**src/rtl/shift_mult_pkg.sv**
```systemverilog
// Shared types and constants for the radix-2 shift-add multiplier slice.
package shift_mult_pkg;

   localparam int unsigned N_DEF = 4;

   typedef enum logic [1:0] {
      IDLE = 2'd0,
      LOAD = 2'd1,
      RUN  = 2'd2,
      DONE = 2'd3
   } state_t;

   // Ceiling log2, used to size the step counter from N.
   function automatic int unsigned clog2(input int unsigned v);
      int unsigned r;
      r = 0;
      while ((64'd1 << r) < 64'(v)) r++;
      return r;
   endfunction

endpackage

```
**src/rtl/shift_mult_dp.sv**
```systemverilog
// Operand shifter: holds a shifted multiplicand and multiplier, emits the gated partial product.
module shift_mult_dp
   import shift_mult_pkg::*;
#(
   parameter int unsigned N = N_DEF
) (
   input  logic           clk,
   input  logic           rst_n,
   input  logic           start,
   input  logic           en,
   input  logic [N-1:0]   a,
   input  logic [N-1:0]   b,
   output logic [2*N-1:0] pp_c
);

   localparam int unsigned PW = 2 * N;

   logic [PW-1:0] a_s;
   logic [N-1:0]  b_s;

   // start loads fresh operands; en advances one bit of the multiplier per cycle
   always_ff @(posedge clk) begin
      if (!rst_n) begin
         a_s <= '0;
         b_s <= '0;
      end else if (start) begin
         a_s <= PW'(a);
         b_s <= b;
      end else if (en) begin
         a_s <= a_s << 1;
         b_s <= b_s >> 1;
      end
   end

   assign pp_c = b_s[0] ? a_s : '0;

endmodule

```
**src/rtl/shift_mult_ctrl.sv**
```systemverilog
// Sequencing controller and accumulator for the shift-add multiplier, valid/ready on both sides.
module shift_mult_ctrl
   import shift_mult_pkg::*;
#(
   parameter int unsigned N = N_DEF
) (
   input  logic           clk,
   input  logic           rst_n,
   input  logic           in_valid,
   output logic           in_ready,
   input  logic [N-1:0]   a,
   input  logic [N-1:0]   b,
   output logic           out_valid,
   input  logic           out_ready,
   output logic [2*N-1:0] product,
   output logic           busy
);

   localparam int unsigned CNT_W = clog2(N + 1);
   localparam int unsigned PW    = 2 * N;

   state_t             state;
   logic [N-1:0]       a_q;
   logic [N-1:0]       b_q;
   logic [CNT_W-1:0]   cnt;
   logic [PW-1:0]      acc;
   logic [PW-1:0]      pp;
   logic [PW-1:0]      acc_nxt;
   logic               dp_start;
   logic               dp_en;

   // Shifter controls are decoded from state so start and en are mutually exclusive.
   assign dp_start = (state == LOAD);
   assign dp_en    = (state == RUN);
   assign acc_nxt  = acc + pp;
   assign in_ready = (state == IDLE) | ((state == DONE) & out_ready);

   shift_mult_dp #(.N(N)) u_dp (
      .clk   (clk),
      .rst_n (rst_n),
      .start (dp_start),
      .en    (dp_en),
      .a     (a_q),
      .b     (b_q),
      .pp_c  (pp)
   );

   always_ff @(posedge clk) begin
      if (!rst_n) begin
         state     <= IDLE;
         a_q       <= '0;
         b_q       <= '0;
         cnt       <= '0;
         acc       <= '0;
         product   <= '0;
         out_valid <= 1'b0;
         busy      <= 1'b0;
      end else begin
         case (state)
            IDLE: begin
               if (in_valid) begin
                  a_q   <= a;
                  b_q   <= b;
                  busy  <= 1'b1;
                  state <= LOAD;
               end
            end
            LOAD: begin
               acc   <= '0;
               cnt   <= '0;
               state <= RUN;
            end
            RUN: begin
               acc <= acc_nxt;
               cnt <= cnt + CNT_W'(1);
               if (cnt == CNT_W'(N - 1)) begin
                  product   <= acc_nxt;
                  out_valid <= 1'b1;
                  busy      <= 1'b0;
                  state     <= DONE;
               end
            end
            DONE: begin
               // A new pair may be taken in the same cycle the result drains.
               if (out_ready) begin
                  out_valid <= 1'b0;
                  if (in_valid) begin
                     a_q   <= a;
                     b_q   <= b;
                     busy  <= 1'b1;
                     state <= LOAD;
                  end else begin
                     state <= IDLE;
                  end
               end
            end
            default: state <= IDLE;
         endcase
      end
   end

endmodule

```
**config.mk**
```make
export PLATFORM = sky130hd
export DESIGN_NAME = shift_mult_ctrl
export DESIGN_NICKNAME = d
export VERILOG_FILES = /design/src/rtl/shift_mult_pkg.sv /design/src/rtl/shift_mult_dp.sv /design/src/rtl/shift_mult_ctrl.sv
export SDC_FILE = /design/constraint.sdc
export NUM_CORES = 1
export LEC_CHECK = 0
export CAP_MARGIN = 30
export CORE_UTILIZATION = 40
export CTS_CLUSTER_SIZE = 12
export DETAILED_ROUTE_END_ITERATION = 7
export PLACE_DENSITY_LB_ADDON = 0.12
export SLEW_MARGIN = 20
export SYNTH_ARGS = -nofsm -noshare
export SYNTH_HDL_FRONTEND = slang
export SYNTH_SLANG_ARGS = --single-unit
export TNS_END_PERCENT = 100
```
**constraint.sdc**
```tcl
create_clock -name clk -period 2.4 [get_ports clk]
set_clock_uncertainty 0.1 [all_clocks]
set_input_delay 0.48 -clock clk [delete_from_list [all_inputs] [get_ports clk]]
set_output_delay 0.48 -clock clk [all_outputs]
set_load 0.01 [all_outputs]
```
==> out/qor.csv <==
stage,metric,value,unit
clock_tree,numCtsBuffers,5,
detailed_routing,finalWirelength,4430,um
final_layout,final_core_util,49.9,%
clock_tree,cts_setup_buffers,0,
floorplanning,ios,23,
placement,gp_congestion,0.808,
synthesis,yosys_register_bits,43,
floorplanning,core,5170,um^2
timing,fin_setup_tns,0,ns
floorplanning,num_rows,26,
final_layout,drive_gt1_share,8.49,%
critical_path,critPathCaptureType,primary output,
floorplanning,die_w,75.7,um
synthesis,ys_warn_count,0,
final_layout,final_nets,296,
synthesis,synth.avg_cell_area,8.72,um^2
detailed_routing,dr_total_vias,1738,
critical_path,crit_path_start_kind,flop,
clock_tree,htreeDepth,2,
timing,final.period_utilization,95.1,%
synthesis,async_flop_share,0,%
timing,tightest_slew,0.553,ns
clock_tree,cts.sink_count,43,
clock_tree,cts_resized,0,
pwr,p_total,2.13,mW
grt,grt_pass1_vias,1545,
final_layout,diodes,0,
grt,grt_start_max_net_pins,35,
critical_path,crit_type,reg -> out,
critical_path,required,1.82,ns
timing,slew_viol_final,0,
timing,timing.slew.headroom,63.2,%
placement,dp_hpwl,3210,um
grt,grt_usage,16.8,%
synthesis,synth.largest_area_cell,dfxtp_1,
placement,io_buffers,22,
synthesis,synth-seq-area-share,39.6,%
detailed_routing,vias_per_cell,5.10,
grt,antenna_found_initial,0,
clock_tree,cts_root_buf,clkbuf_8,
clock_tree,path_clk_slew,0.09,ns
final_layout,regArea,861,um^2
synthesis,netlist.area_leader.share,39.6,%
synthesis,synth_cells,249,
timing,layout_min_cycle_time,2.28,ns
floorplanning,initial_core_util,42.0,%
synthesis,synth_edf_count,0,
placement,pre_cts_ws,0.154,ns
final_layout,area_growth,18.8,%
critical_path,path_max_fanout,8,
clock_tree,clk_latency,0.30,ns
clock_tree,cts_tree,yes,
clock_tree,holdBufCountCts,0,
synthesis,synthFlopType,dfxtp_1,
critical_path,worst_ep_arrival_time,1.70,ns
final_layout,fill_cells,517,
final_layout,multi_input_area,1230,um^2
clock_tree,clockBufferDepth,2,
timing,fmax,0.438,GHz
flow_run,maxCapViolCount,0,
detailed_routing,drtIter0Drc,129,
synthesis,syn_nets,275,
detailed_routing,drc,0,
floorplanning,die-height,75.7,um
synthesis,synthesis.area,2170,um^2
hold_path,worst_hold_path_type,reg -> reg,
pwr,p_leak,0.972,nW
synthesis,synthTopCellsByArea,"dfxtp_1 (40%), mux2i_1 (9.2%), ha_1 (7.5%)",
timing,final-setup-viol-count,0,
pwr,peakVddDrop,0.430,mV
timing,rsz0062_at_grt,no,
timing,hold_viol,0,
detailed_routing,drt.antenna.violating_nets,0,
detailed_routing,dr.pass1.iters,4,
grt,grt_pass1_wl,7140,um
detailed_routing,wl_per_cell,13.0,um
pwr,powerDensity,825,nW/um^2
synthesis,netlist-cell-type-count,40,
grt,overflow,0,
timing,setup_ws,0.117,ns
outcome,status,finished clean,
floorplanning,dieArea,5730,um^2
## final timing paths
path	cells after the start	slack (ns)	startpoint	to
max	4	0.12	state[0]$_SDFFE_PN0P_	in_ready
max reg2reg	7	0.17	u_dp.b_s[0]$_SDFFE_PN0P_	acc[4]$_SDFFE_PN0P_
min	2	0.35	product[0]$_SDFFE_PN0P_	product[0]$_SDFFE_PN0P_
min reg2reg	2	0.35	product[0]$_SDFFE_PN0P_	product[0]$_SDFFE_PN0P_
## Yosys cell counts, types with 5 or more instances
master	count
nand2_1	25
nand3_1	12
or3_1	5
mux2i_1	20
dfxtp_1	43
buf_2	5
nor2_1	28
inv_1	8
a211oi_1	9
ha_1	13
and2_1	9
a21oi_1	20
clkbuf_1	5
o21ai_0	8
## worst max-delay path: stages, from the launching register on
cell and delay, ns:
dfxtp_1 0.42, ha_2 0.28, nand2_1 0.10, nand2_1 0.08, clkdlybuf4s50_1 0.52
## state kept, by name (all words and copies together) (netlist names)
name	flops
out_valid	1
state	2
product	8
b_q	4
u_dp.b_s	4
acc	8
busy	1
u_dp.a_s	8
a_q	4
cnt	3
## logic make-up (layout without fill, tap and decap cells)
group | Yosys count | in the layout | share of synthesized area, %
AO/OA/AOI/OAI | 56 | 56 | 16.9
XOR/XNOR | 2 | 2 | 0.807
adder cells (fa/ha/maj) | 14 | 14 | 8.41
buffers and inverters | 22 | 44 | 4.09
flip-flops | 43 | 43 | 39.6
multiplexers | 20 | 20 | 9.22
AND/OR/NAND/NOR | 92 | 92 | 20.9
## placed cells by master (no fill, tap or decap), drive strengths merged, types with 3 or more instances in the layout
cell type | synthesis | layout
nor2 | 28 | 28
clkbuf | 5 | 5
nand3 | 13 | 13
clkdlybuf4s50 | 0 | 22
nand2 | 25 | 25
and2 | 9 | 9
or3 | 5 | 5
inv | 9 | 9
a21o | 3 | 3
a21oi | 21 | 21
ha | 13 | 13
dfxtp | 43 | 43
a221oi | 3 | 3
buf | 8 | 5
mux2i | 20 | 20
a211oi | 11 | 11
nand2b | 3 | 3
o211ai | 3 | 3
o21ai | 9 | 9
## routing by layer
metal | GRT usage, % | share of wire, %
met1 | 23.2 | 53
met5 | 0 | 0
met4 | 4.32 | 1.2
met3 | 3.97 | 3.0
met2 | 26.4 | 43
## report_power, final
group,internal [mW],total (mW),switching (mW),leakage [nW]
Sequential,0.809,0.879,0.0705,0.349
Combinational,0.333,0.780,0.447,0.578
Clock,0.208,0.471,0.263,0.0443
Total,1.35,2.13,0.780,0.972
## layout make-up
class | instances | area share, %
Timing Repair Buffer | 27 | 10.5
Clock buffer | 5 | 2.67
Tap cell | 70 | 3.39
Inverter | 9 | 1.31
Clock inverter | 3 | 0.969
Multi-Input combinational cell | 184 | 47.8
Sequential cell | 43 | 33.3
## through the flow
step	instances	hold slack [ns]	area (um^2)
2_1_floorplan	249	0.336	2170
3_3_place_gp	333	0.343	2470
3_5_place_dp	333	0.347	2470
4_1_cts	341	0.360	2570
5_1_grt	341	0.377	2580
6_report	341	0.355	2580
Power figures use the tool's default switching activity.
